File: src/rtl/dds_pkg.sv
// Shared constants, control-word bit indices and state type for the DDS phase
// accumulator channels and their bus register map.
package dds_pkg;

    localparam logic [15:0] ADDR_FTW_L = 16'h0008;
    localparam logic [15:0] ADDR_FTW_H = 16'h0009;
    localparam logic [15:0] ADDR_POFF  = 16'h000A;
    localparam logic [15:0] ADDR_CTRL  = 16'h000B;
    localparam logic [15:0] ADDR_WSEL  = 16'h000C;

    localparam int ACC_W = 32;
    localparam int OUT_W = 10;

    localparam int CTRL_RUN    = 0;
    localparam int CTRL_COMMIT = 1;
    localparam int CTRL_CLR    = 2;

    typedef enum logic {
        IDLE = 1'b0,
        RUN  = 1'b1
    } state_e;

    // The ROM address is the top OUT_W bits of the offset phase.
    function automatic logic [OUT_W-1:0] phase_index(input logic [ACC_W-1:0] phase);
        return phase[ACC_W-1 -: OUT_W];
    endfunction

endpackage

File: src/rtl/dds_phase_acc_a.sv
// Channel-A DDS phase accumulator: bus-written shadow FTW/offset with atomic
// commit, run/idle control and a registered ROM address with wrap pulse.
module dds_phase_acc_a
    import dds_pkg::*;
#(
    parameter logic [15:0] P_ADDR_FTW_L = ADDR_FTW_L,
    parameter logic [15:0] P_ADDR_FTW_H = ADDR_FTW_H,
    parameter logic [15:0] P_ADDR_POFF  = ADDR_POFF,
    parameter logic [15:0] P_ADDR_CTRL  = ADDR_CTRL
) (
    input  logic             CLK,
    input  logic             RST,
    input  logic             CS,
    input  logic             WR_EN,
    input  logic [15:0]      ADDR,
    input  logic [15:0]      DATA,
    output logic [OUT_W-1:0] addr_a,
    output logic             phase_valid,
    output logic             sync_pulse
);

    logic             wr_s;
    logic [ACC_W-1:0] ftw_shd_q, ftw_shd_d, ftw_act_q, ftw_act_d;
    logic [15:0]      poff_shd_q, poff_shd_d, poff_act_q, poff_act_d;
    logic             run_q, run_d;
    logic             commit_pend_q, commit_pend_d;
    logic             clr_pend_q, clr_pend_d;
    state_e           state_q, state_d;
    logic [ACC_W-1:0] acc_q, acc_d, acc_inc_s, sum_s;
    logic             carry_s, carry_q, carry_d;
    logic [OUT_W-1:0] addr_q, addr_d;
    logic             valid_q, valid_d;
    logic             sync_q, sync_d;

    assign wr_s = !CS && WR_EN;

    // Bus decode: shadows and control bits; commit/clear live for one cycle only.
    always_comb begin
        ftw_shd_d     = ftw_shd_q;
        poff_shd_d    = poff_shd_q;
        run_d         = run_q;
        commit_pend_d = 1'b0;
        clr_pend_d    = 1'b0;
        if (wr_s) begin
            case (ADDR)
                P_ADDR_FTW_L: ftw_shd_d[15:0]  = DATA;
                P_ADDR_FTW_H: ftw_shd_d[31:16] = DATA;
                P_ADDR_POFF:  poff_shd_d       = DATA;
                P_ADDR_CTRL: begin
                    run_d         = DATA[CTRL_RUN];
                    commit_pend_d = DATA[CTRL_COMMIT];
                    clr_pend_d    = DATA[CTRL_CLR];
                end
                default: begin
                    run_d = run_q;
                end
            endcase
        end else begin
            run_d = run_q;
        end
    end

    // Active-register transfer taken a full cycle after the commit write.
    always_comb begin
        ftw_act_d  = ftw_act_q;
        poff_act_d = poff_act_q;
        if (commit_pend_q) begin
            ftw_act_d  = ftw_shd_q;
            poff_act_d = poff_shd_q;
        end else begin
            ftw_act_d  = ftw_act_q;
            poff_act_d = poff_act_q;
        end
    end

    // Run/idle sequencing.
    always_comb begin
        state_d = state_q;
        case (state_q)
            IDLE: begin
                if (run_q) state_d = RUN;
                else       state_d = IDLE;
            end
            RUN: begin
                if (run_q) state_d = RUN;
                else       state_d = IDLE;
            end
            default: state_d = IDLE;
        endcase
    end

    // Accumulator step; a pending clear wins and never reports a wrap.
    always_comb begin
        {carry_s, acc_inc_s} = {1'b0, acc_q} + {1'b0, ftw_act_q};
        acc_d   = acc_q;
        carry_d = 1'b0;
        if (clr_pend_q) begin
            acc_d   = {ACC_W{1'b0}};
            carry_d = 1'b0;
        end else if (state_q == RUN) begin
            acc_d   = acc_inc_s;
            carry_d = carry_s;
        end else begin
            acc_d   = acc_q;
            carry_d = 1'b0;
        end
    end

    // Output stage one cycle behind the accumulator; wrap flag realigned to it.
    always_comb begin
        sum_s   = acc_q + {poff_act_q, {(ACC_W-16){1'b0}}};
        addr_d  = phase_index(sum_s);
        valid_d = (state_q == RUN);
        sync_d  = carry_q;
    end

    // State and datapath registers.
    always_ff @(posedge CLK or posedge RST) begin
        if (RST) begin
            ftw_shd_q     <= {ACC_W{1'b0}};
            ftw_act_q     <= {ACC_W{1'b0}};
            poff_shd_q    <= 16'h0000;
            poff_act_q    <= 16'h0000;
            run_q         <= 1'b0;
            commit_pend_q <= 1'b0;
            clr_pend_q    <= 1'b0;
            state_q       <= IDLE;
            acc_q         <= {ACC_W{1'b0}};
            carry_q       <= 1'b0;
            addr_q        <= {OUT_W{1'b0}};
            valid_q       <= 1'b0;
            sync_q        <= 1'b0;
        end else begin
            ftw_shd_q     <= ftw_shd_d;
            ftw_act_q     <= ftw_act_d;
            poff_shd_q    <= poff_shd_d;
            poff_act_q    <= poff_act_d;
            run_q         <= run_d;
            commit_pend_q <= commit_pend_d;
            clr_pend_q    <= clr_pend_d;
            state_q       <= state_d;
            acc_q         <= acc_d;
            carry_q       <= carry_d;
            addr_q        <= addr_d;
            valid_q       <= valid_d;
            sync_q        <= sync_d;
        end
    end

    assign addr_a      = addr_q;
    assign phase_valid = valid_q;
    assign sync_pulse  = sync_q;

endmodule

File: config.mk
export PLATFORM = sky130hd
export DESIGN_NAME = dds_phase_acc_a
export DESIGN_NICKNAME = d
export VERILOG_FILES = /design/src/rtl/dds_pkg.sv /design/src/rtl/dds_phase_acc_a.sv
export SDC_FILE = /design/constraint.sdc
export NUM_CORES = 1
export LEC_CHECK = 0
export ABC_AREA = 1
export CAP_MARGIN = 20
export CORE_MARGIN = 5
export CORE_UTILIZATION = 57
export CTS_BUF_LIST = sky130_fd_sc_hd__clkbuf_4 sky130_fd_sc_hd__clkbuf_8 sky130_fd_sc_hd__clkbuf_16
export DETAILED_ROUTE_END_ITERATION = 12
export GPL_TIMING_DRIVEN = 1
export PLACE_DENSITY = 0.81
export SKIP_CTS_REPAIR_TIMING = 1
export SLEW_MARGIN = 20
export SYNTH_ARGS = -nofsm -noshare
export SYNTH_HDL_FRONTEND = slang
export SYNTH_SLANG_ARGS = --single-unit
File: constraint.sdc
create_clock -name CLK -period 7.8 [get_ports CLK]
set_input_delay 1.95 -clock CLK [delete_from_list [all_inputs] [get_ports CLK]]
set_output_delay 1.95 -clock CLK [all_outputs]
set_load 0.03 [all_outputs]
**Word-level counts from Yosys, hierarchy flattened**

Cells that the tools add are included.
W data, S select, Z words.

- Add/subtract/negate cells: 2
- Multipliers: 0
- Div/mod/pow operators: 0
- Order comparisons: 0
- Eq/ne operators: 4
- Shift-type cells: 0
- Muxes and demuxes: 9
- Bitwise operators: 0
- Reductions and logical operators: 7

Operator list:

| cell | number |
|---|---|
| $eq A16 B4 Y1 const B | 4 |
| $mux W32 | 2 |
| $add A32 B32 Y33 | 1 |
| $add A32 B32 Y32 | 1 |
| $reduce_and A2 Y1 | 4 |
| $mux W1 | 7 |
| $reduce_bool A2 Y1 | 1 |
| $logic_and A1 B1 Y1 | 1 |
| $logic_not A1 Y1 | 1 |

- Bits in registers: 145
- Bits in latches: 0
- Memory bits (writable): 0
- ROM bits: 0
- Bits of input ports: 36
- Output and inout bits: 12
- Logic and storage cells: 36
- Memories: 0

**Depth between registers and ports, before layout**

Gate-level depths: netlist (run 1).

- Word-level depth: 3
- Mapped depth: 14
- Depth with buffers taken out: 14

**Worst setup path before layout (run 1)**

Ideal clock, no wire load.

- Kind: in2reg
- Start point: input ADDR[13]
- End point: register ftw_shd_q[18]
- Setup time: 122 ps
- Arrival time: 2,812 ps
- Data required time: 7,678 ps
- Setup slack: 4,866 ps
- Stages: 6
- Cell sequence: nor4_1 and2_2 nand4_2 buf_2 nand2_1 o21ai_1

- Word-level cells in the longest chain between the ends: 2

Ends and longest elaborated chain:

| element | line | RTL |
|---|---|---|
| start, declared | dds_phase_acc_a.sv:15 | `input logic [15:0] ADDR,` |
| $eq A16 B4 Y1 | dds_phase_acc_a.sv:45 | `case (ADDR)` |
| $reduce_and A2 Y1 (no line) | n/a |  |
| end signal, assigned | dds_phase_acc_a.sv:120 | `ftw_shd_q <= {ACC_W{1'b0}};` |
| end signal, assigned | dds_phase_acc_a.sv:134 | `ftw_shd_q <= ftw_shd_d;` |
| end, declared | dds_phase_acc_a.sv:23 | `logic [ACC_W-1:0] ftw_shd_q, ftw_shd_d, ftw_act_q, ftw_act_d;` |

Every way passes these cells.
A chain may end at the register's enable or synchronous reset.

**Worst setup path in the final report (run 1)**

- Start point: input ADDR[3]
- End point: register ftw_shd_q[31]

The elaborated chain is that of the path after synthesis.

==> flow_metrics.env, run 1 <==
export IMPL_die_h_um=132
export IMPL_routed_via_density=5.36
export IMPL_fill_cells=1172
export IMPL_synth_avg_cell_area_sq_um=7.83
export IMPL_ys_top_cells_by_count="nand2_1, inv_1, dfrtp_1, nor2_1, mux2_2"
export IMPL_drcViolationCount=0
export IMPL_htreeDepth=4
export IMPL_power_density_nw_per_um2=162
export IMPL_clock_sinks=145
export IMPL_holdWs_ns=0.367
export IMPL_cts_buffer_depth=2
export IMPL_wl_per_cell_um=15.4
export IMPL_syn_inst=1084
export IMPL_outcome="complete, no violations"
export IMPL_muxShareOfSynthArea_pct=6.23
export IMPL_synth_seq_cells=145
export IMPL_synth_compound_area_share_pct=8.21
export IMPL_tritoncts="built"
export IMPL_max_freq_mhz=274
export IMPL_firstDrtPassIters=5
export IMPL_synth_edf_count=0
export IMPL_holdPathStages=0
export IMPL_grt_pass1_vias=6742
export IMPL_placed_cells=1299
export IMPL_synth_main_ff_cell="dfrtp_1"
export IMPL_clk_latency_ns=0.43
export IMPL_async_reset_ff_share_pct=100
export IMPL_critPathRequiredTime_ns=8.09
export IMPL_gp_congestion=0.960
export IMPL_synth_top_family_by_area="simple AND/OR/NAND/NOR gates"
export IMPL_wl_met1_um=9650
export IMPL_wl_met3_um=1210
export IMPL_syn2layout_area_growth_pct=14.1
export IMPL_yosysSeqAreaShare_pct=42.7
export IMPL_antenna_found_initial=0
export IMPL_wirelength_um=20500
export IMPL_portBuffers=47
export IMPL_initialDrtViolationCount=555
export IMPL_whs_endpoint="sync_pulse$_DFF_PP0_"
export IMPL_crit_fanout=32
export IMPL_rows=44
export IMPL_worstMarginPinSlew_ns=1.06
export IMPL_core_sq_um=14600
export IMPL_die_area_sq_um=17400
export IMPL_ioPinCount=48
export IMPL_finalNonFillerCells=1331
export IMPL_reg2reg_depth=13
export IMPL_synth_adder_area_share_pct=7.01
export IMPL_rsz0062_at_grt="no"
export IMPL_initial_utilization_pct=58.2
export IMPL_wl_met2_um=9230
export IMPL_vias=7132
export IMPL_nets=1217
export IMPL_synth_distinct_cells=43
export IMPL_synthSimpleGateAreaFrac_pct=26.7
export IMPL_numCtsBuffers=17
export IMPL_reg2reg_from="ftw_act_q[0]$_DFFE_PP0P_"
export IMPL_worstHoldStart="carry_q$_DFF_PP0_"
export IMPL_rrSetupSlack_ns=5.49
export IMPL_slew_headroom_pct=29.0
export IMPL_die_w_um=132
export IMPL_ys_top_cells_by_area="dfrtp_1, nand2_1, inv_1"
export IMPL_setup_viol=0
export IMPL_grt_usage_pct=24.5
export IMPL_top_layer="met4"
export IMPL_grt_overflow=0
export IMPL_synth_top_area_cell="dfrtp_1"
export IMPL_layout_drive_gt1_share_pct=11.3
export IMPL_critPathCaptureType="register"
export IMPL_peakVddDrop_mv=0.154
export IMPL_hold_class="register to register"
export IMPL_synth_xor_area_share_pct=0.825
export IMPL_power_leakage_nw=5.40
export IMPL_synthMostInstantiatedCell="nand2_1"
export IMPL_drtAntennaViolNets=0
export IMPL_cp_arrival_ns=3.94
export IMPL_ys_warn_count=0
export IMPL_finalHoldViolations=0
export IMPL_regToRegEndpoint="acc_q[24]$_DFFE_PP0P_"
export IMPL_synth_nets=1167
export IMPL_netlist_area_leader_share_pct=42.7
export IMPL_cts_root_buf="clkbuf_16"
export IMPL_drv_slew=0
export IMPL_syn_area_sq_um=8490
export IMPL_post_route_period_util_pct=46.8
export IMPL_setup_tns_ns=0
export IMPL_dp_hpwl_um=15500
export IMPL_grt_max_degree=106
export IMPL_grt_pass1_wl_um=34200
export IMPL_skew_ns=0.00680
export IMPL_diodes=0
export IMPL_path_clk_slew_ns=0.07
export IMPL_start_kind="input port"
export IMPL_path_class="input port to register"
export IMPL_fin_crit_ns=3.65
export IMPL_max_cap_violations=0
[logic make-up after synthesis]
logic type               Yosys count
AO/OA/AOI/OAI                    127
XOR/XNOR                           8
adder cells (fa/ha/maj)           47
buffers and inverters            182
flip-flops                       145
multiplexers                      47
AND/OR/NAND/NOR                  528
[sequential cells by signal, summed over array words and instances, names as in the netlist, 10 cells and up]
name	cells
ftw_act_q	32
poff_act_q	16
poff_shd_q	16
ftw_shd_q	32
acc_q	32
addr_a	10
[worst max-delay path by stage]
stage | depth (start not counted) | slack (ns) | startpoint | end
6_report | 6 | 4.15 | ADDR[3] | ftw_shd_q[31]$_DFFE_PP0P_
5_1_grt | 5 | 4.02 | ADDR[3] | ftw_shd_q[19]$_DFFE_PP0P_
4_1_cts | 6 | 4.15 | ADDR[3] | ftw_shd_q[31]$_DFFE_PP0P_
3_5_place_dp | 6 | 3.76 | ADDR[3] | ftw_shd_q[31]$_DFFE_PP0P_
3_3_place_gp | 6 | 3.86 | ADDR[9] | ftw_shd_q[29]$_DFFE_PP0P_
2_1_floorplan | 1 | 1.96 | RST | acc_q[0]$_DFFE_PP0P_
[through the flow]
stage	cell area (sq um)	worst slack, ns	util, %	power (mW)
final	9680	4.15	66.4	1.57
after global routing	9680	4.02	66.4	1.61
after CTS	9680	4.15	66.4	1.57
after detailed placement	9130	3.76	62.6	0.810
after global placement	9130	3.86	62.6	0.809
after floorplan	8490	1.96	-	0.782
[cell usage in the layout (no fill, tap or decap), drive strengths merged]
master and count:
clkinv 5, o21a 2, mux2 47, buf 3, fa 1, or2 4, nand2 381, o21ai 76
a22o 1, o21bai 3, clkinvlp 3, nand4 7, xnor2 3, a21boi 1, clkdlybuf4s50 47, nand3b 5
dfrtp 145, xor2 5, nand3 51, inv 169, nor3b 1, a21oi 39, and2 3, clkbuf 18
a31oi 3, nor4 2, a21o 2, ha 46, nor2 62, nor3 12
[critical path: stages]
cell	delay, ns
clkdlybuf4s50_1	0.46
nand2_1	0.08
nor3b_1	0.33
nand4_2	0.72
nand2_1	0.32
o21ai_2	0.08
[metal layers]
| metal | GRT usage (%) | up-vias |
|---|---|---|
| met4 | 7.83 | 0 |
| met3 | 4.16 | 35 |
| met1 | 35.5 | 3316 |
| met5 | 0 | - |
| li1 | - | 3550 |
| met2 | 37.7 | 231 |
[power breakdown]
part / leakage (nW) / internal, mW / switching, mW / total (mW)
Combinational: 3.11 / 0.0170 / 0.0251 / 0.0420
Sequential: 2.03 / 0.752 / 0.0000272 / 0.752
Clock: 0.267 / 0.421 / 0.352 / 0.772
[layout make-up]
type | count | area, sq um | share of cell area, %
Multi-Input combinational cell | 757 | 4160 | 42.9
Sequential cell | 145 | 3630 | 37.5
Inverter | 163 | 617 | 6.37
Timing Repair Buffer | 50 | 493 | 5.09
Clock buffer | 18 | 433 | 4.47
Tap cell | 184 | 230 | 2.38
Clock inverter | 14 | 123 | 1.27
Power figures use the tool's default switching activity.
==> run 2: changes to the inputs <==
--- a/config.mk
+++ b/config.mk
@@ -8,7 +8,7 @@
 export ABC_AREA = 1
 export CAP_MARGIN = 20
 export CORE_MARGIN = 5
-export CORE_UTILIZATION = 57
+export CORE_UTILIZATION = 55
 export CTS_BUF_LIST = sky130_fd_sc_hd__clkbuf_4 sky130_fd_sc_hd__clkbuf_8 sky130_fd_sc_hd__clkbuf_16
 export DETAILED_ROUTE_END_ITERATION = 12
 export GPL_TIMING_DRIVEN = 1
==> constraint.sdc (replaced) <==
create_clock -name CLK -period 3.2 [get_ports CLK]
set_input_delay 0.8 -clock CLK [delete_from_list [all_inputs] [get_ports CLK]]
set_output_delay 0.8 -clock CLK [all_outputs]
set_load 0.03 [all_outputs]
==> flow_metrics.env, run 2 (synthesis results as in run 1) <==
export IMPL_outcome="complete, no violations"
export IMPL_setup_viol=0
export IMPL_cp_arrival_ns=2.61
export IMPL_grt_max_degree=146
export IMPL_antenna_found_initial=0
export IMPL_wl_per_cell_um=15.7
export IMPL_grt_pass1_wl_um=34200
export IMPL_drcViolationCount=0
export IMPL_syn2layout_area_growth_pct=14.4
export IMPL_clk_latency_ns=0.42
export IMPL_cts_buffer_depth=2
export IMPL_nets=1218
export IMPL_numCtsBuffers=17
export IMPL_finish_instance_area_sq_um=9710
export IMPL_rsz0062_at_grt="no"
export IMPL_dp_hpwl_um=15500
export IMPL_grt_pass1_vias=6930
export IMPL_power_leakage_nw=5.41
export IMPL_holdWs_ns=0.349
export IMPL_portBuffers=47
export IMPL_htreeDepth=4
export IMPL_fin_crit_ns=2.27
export IMPL_final_util_pct=64.1
export IMPL_initial_utilization_pct=56.1
export IMPL_critPathRequiredTime_ns=3.53
export IMPL_core_sq_um=15100
export IMPL_drtAntennaViolNets=0
export IMPL_rows=45
export IMPL_die_w_um=134
export IMPL_largestRegisters="acc_q x32, ftw_act_q x32, ftw_shd_q x32"
export IMPL_crit_fanout=4
export IMPL_initialDrtViolationCount=560
export IMPL_die_area_sq_um=18000
export IMPL_drv_slew=0
export IMPL_clock_sinks=145
export IMPL_vias=7168
export IMPL_max_freq_mhz=440
export IMPL_worstMarginPinSlew_ns=1.04
export IMPL_routed_via_density=5.37
export IMPL_cts_root_buf="clkbuf_16"
export IMPL_peakVddDrop_mv=0.395
export IMPL_setup_tns_ns=0
export IMPL_die_h_um=134
export IMPL_max_cap_violations=0
export IMPL_skew_ns=0.00711
export IMPL_grt_usage_pct=24.1
export IMPL_final_common_cell="nand2_1"
export IMPL_placed_area_sq_um=9150
export IMPL_layout_drive_gt1_share_pct=11.4
export IMPL_power_density_nw_per_um2=393
export IMPL_slew_headroom_pct=30.3
export IMPL_critPathCaptureType="register"
export IMPL_ioPinCount=48
export IMPL_hold_class="register to register"
export IMPL_path_clk_slew_ns=0.06
export IMPL_gp_congestion=0.985
export IMPL_start_kind="register"
export IMPL_path_class="register to register"
export IMPL_firstDrtPassIters=5
export IMPL_tritoncts="built"
export IMPL_grt_overflow=0
export IMPL_post_route_period_util_pct=71.0
export IMPL_layout_common_cells="nand2_1, inv_1, dfrtp_1"
export IMPL_wirelength_um=20900
export IMPL_diodes=0
export IMPL_finalHoldViolations=0
-- run 2: cell count changes in the layout (fill, tap and decap cells not counted), sizes merged --
cell	before	now
buf	3	4
inv	169	163
bufinv	0	1
clkinv	5	6
clkinvlp	3	5
clkbuf	18	20
-- run 2: per-stage QoR --
step	cells	power (mW)	worst slack, ns
4_1_cts	1336	3.83	0.966
2_1_floorplan	1084	1.91	0.581
5_1_grt	1336	3.93	0.757
3_5_place_dp	1304	1.97	0.561
6_report	1336	3.82	0.928
3_3_place_gp	1304	1.97	0.673
-- run 2: path summary, 6_finish.rpt --
| kind | to | depth (start not counted) | start | slack, ns |
|---|---|---|---|---|
| setup / recovery | carry_q$_DFF_PP0_ | 12 | ftw_act_q[0]$_DFFE_PP0P_ | 0.93 |
| hold / removal | sync_pulse$_DFF_PP0_ | 0 | carry_q$_DFF_PP0_ | 0.35 |
| setup reg to reg | carry_q$_DFF_PP0_ | 12 | ftw_act_q[0]$_DFFE_PP0P_ | 0.93 |
| hold reg to reg | sync_pulse$_DFF_PP0_ | 0 | carry_q$_DFF_PP0_ | 0.35 |
| max in group asynchronous | acc_q[23]$_DFFE_PP0P_ | 3 | RST | 1.66 |
| min in group asynchronous | ftw_act_q[3]$_DFFE_PP0P_ | 3 | RST | 0.93 |
-- run 2: layout make-up --
class                           instances  area, sq um
Fill cell                            1219         5440
Multi-Input combinational cell        757         4160
Sequential cell                       145         3630
Inverter                              163          616
Timing Repair Buffer                   51          513
Clock buffer                           20          448
Tap cell                              188          235
Clock inverter                         12          110
-- run 2: power breakdown --
| part | internal [mW] | switching [mW] |
|---|---|---|
| registers | 1.83 | 0.0000736 |
| logic | 0.0430 | 0.0600 |
| clock network | 1.10 | 0.787 |
| total | 2.97 | 0.847 |
-- run 2: critical path, stage by stage (launching register included) --
cell	delay, ns
dfrtp_1	0.39
ha_1	0.26
inv_1	0.08
fa_1	0.35
inv_1	0.12
nand2_1	0.09
o21ai_2	0.19
nand2_1	0.08
nand2_1	0.14
nand2_1	0.13
nand3_2	0.11
nand2_1	0.08
a21oi_2	0.15
-- run 2: routing by layer --
metal | vias to the layer above | track usage, % | wire length, um
li1 | 3547 | - | -
met1 | 3339 | 32.3 | 9190
met2 | 241 | 39.1 | 9820
met3 | 41 | 4.54 | 1400
met4 | 0 | 9.16 | 532
met5 | - | 0 | 0
==> run 3: changes to the inputs <==
==> constraint.sdc (replaced) <==
create_clock -name CLK -period 2 [get_ports CLK]
set_input_delay 0.5 -clock CLK [delete_from_list [all_inputs] [get_ports CLK]]
set_output_delay 0.5 -clock CLK [all_outputs]
set_load 0.03 [all_outputs]
==> flow_metrics.env, run 3 (synthesis results as in run 1) <==
export IMPL_outcome="complete, no violations"
export IMPL_rows=45
export IMPL_slew_headroom_pct=72.6
export IMPL_switchingPower_mw=1.43
export IMPL_die_w_um=134
export IMPL_ioPinCount=48
export IMPL_critPathRequiredTime_ns=2.31
export IMPL_grt_pass1_wl_um=35100
export IMPL_largestRegisters="acc_q x32, ftw_act_q x32, ftw_shd_q x32"
export IMPL_timing_final_ws_setup_ns=0.00828
export IMPL_peakVddDrop_mv=0.589
export IMPL_cts_root_buf="clkbuf_16"
export IMPL_worstMarginPinSlew_ns=0.411
export IMPL_drv_slew=0
export IMPL_power_density_nw_per_um2=649
export IMPL_rsz0062_at_grt="yes"
export IMPL_drtAntennaViolNets=0
export IMPL_clock_sinks=145
export IMPL_holdWs_ns=0.392
export IMPL_fin_crit_ns=1.99
export IMPL_dp_hpwl_um=15900
export IMPL_post_route_period_util_pct=99.6
export IMPL_critPathCaptureType="register"
export IMPL_grt_usage_pct=24.8
export IMPL_start_kind="register"
export IMPL_vias=7371
export IMPL_initial_utilization_pct=56.1
export IMPL_routed_via_density=5.46
export IMPL_htreeDepth=4
export IMPL_setup_tns_ns=0
export IMPL_nets=1232
export IMPL_clockPowerShare_pct=52.6
export IMPL_path_clk_slew_ns=0.06
export IMPL_grt_max_degree=57
export IMPL_power_leakage_nw=5.57
export IMPL_layout_common_cells="nand2_1, inv_1, dfrtp_1"
export IMPL_power_frac_comb_pct=2.7
export IMPL_placed_area_sq_um=9320
export IMPL_crit_fanout=5
export IMPL_layout_drive_gt1_share_pct=15.2
export IMPL_total_power_mw=6.57
export IMPL_register_area_sq_um=3630
export IMPL_cts_buffer_depth=2
export IMPL_final_common_cell="nand2_1"
export IMPL_skew_ns=0.00962
export IMPL_finalNonFillerCells=1350
export IMPL_portBuffers=47
export IMPL_fill_cells=1145
export IMPL_core_sq_um=15100
export IMPL_cp_arrival_ns=2.31
export IMPL_initialDrtViolationCount=605
export IMPL_finish_instance_area_sq_um=10100
export IMPL_path_class="register to register"
export IMPL_grt_pass1_vias=7056
export IMPL_gp_congestion=0.989
export IMPL_numCtsBuffers=17
export IMPL_die_h_um=134
export IMPL_tritoncts="built"
export IMPL_max_freq_mhz=502
export IMPL_final_util_pct=66.8
export IMPL_grt_overflow=0
export IMPL_internal_power_mw=5.14
export IMPL_drcViolationCount=0
export IMPL_max_cap_violations=0
export IMPL_pre_cts_slack_ns=-0.00909
export IMPL_swShare_pct=21.8
export IMPL_syn2layout_area_growth_pct=19.2
export IMPL_clk_latency_ns=0.42
export IMPL_p_seq_share_pct=44.6
export IMPL_finalHoldViolations=0
export IMPL_diodes=0
export IMPL_die_area_sq_um=18000
export IMPL_multi_input_area_sq_um=4300
export IMPL_placed_cells=1316
export IMPL_antenna_found_initial=0
export IMPL_hold_class="register to register"
export IMPL_wl_per_cell_um=16.3
export IMPL_wirelength_um=22000
export IMPL_setup_viol=0
export IMPL_firstDrtPassIters=7
==> run 3: worst paths after layout <==
check | from | endpoint | slack, ns | cells after the start
max | acc_q[16]$_DFFE_PP0P_ | acc_q[24]$_DFFE_PP0P_ | 0.008 | 10
min | run_q$_DFFE_PP0P_ | state_q$_DFF_PP0_ | 0.39 | 0
max reg2reg | acc_q[16]$_DFFE_PP0P_ | acc_q[24]$_DFFE_PP0P_ | 0.008 | 10
min reg2reg | run_q$_DFFE_PP0P_ | state_q$_DFF_PP0_ | 0.39 | 0
max in group asynchronous | RST | addr_a[4]$_DFF_PP0_ | 1.15 | 3
min in group asynchronous | RST | run_q$_DFFE_PP0P_ | 0.53 | 3
==> run 3: area by class of cell <==
class	instances	area share, %
inverter	163	6.08
timing repair buffer	65	6.89
tap	188	2.32
clock inverter	14	2.02
sequential	145	35.9
clock buffer	18	4.28
multi-input combinational	757	42.5
==> run 3: routing by layer <==
metal	up-vias	GRT usage [%]	part of all wire (%)
met4	0	9.33	2.8
met3	41	3.41	6.5
met2	275	39.7	47
met1	3479	34.5	44
li1	3576	-	-
met5	-	0	0
==> run 3: power groups by stage <==
| stage | Sequential, mW | Clock, mW | Combinational [mW] |
|---|---|---|---|
| after CTS | 2.93 | 3.47 | 0.185 |
| final | 2.93 | 3.46 | 0.180 |
| after global routing | 2.93 | 3.59 | 0.200 |
| after global placement | 2.99 | 0 | 0.183 |
| after floorplan | 2.99 | 0 | 0.0639 |
| after detailed placement | 2.99 | 0 | 0.185 |
==> run 3: worst max-delay path, cell delays in order (launching register included) <==
cell and delay [ns]:
dfrtp_1 0.41, ha_1 0.41, nand2_1 0.18, nor2_1 0.25
nand2_1 0.15, nor3_2 0.14, nand2_2 0.08, nand3_2 0.09
nand2_1 0.05, nand3_1 0.08, nand2_1 0.05
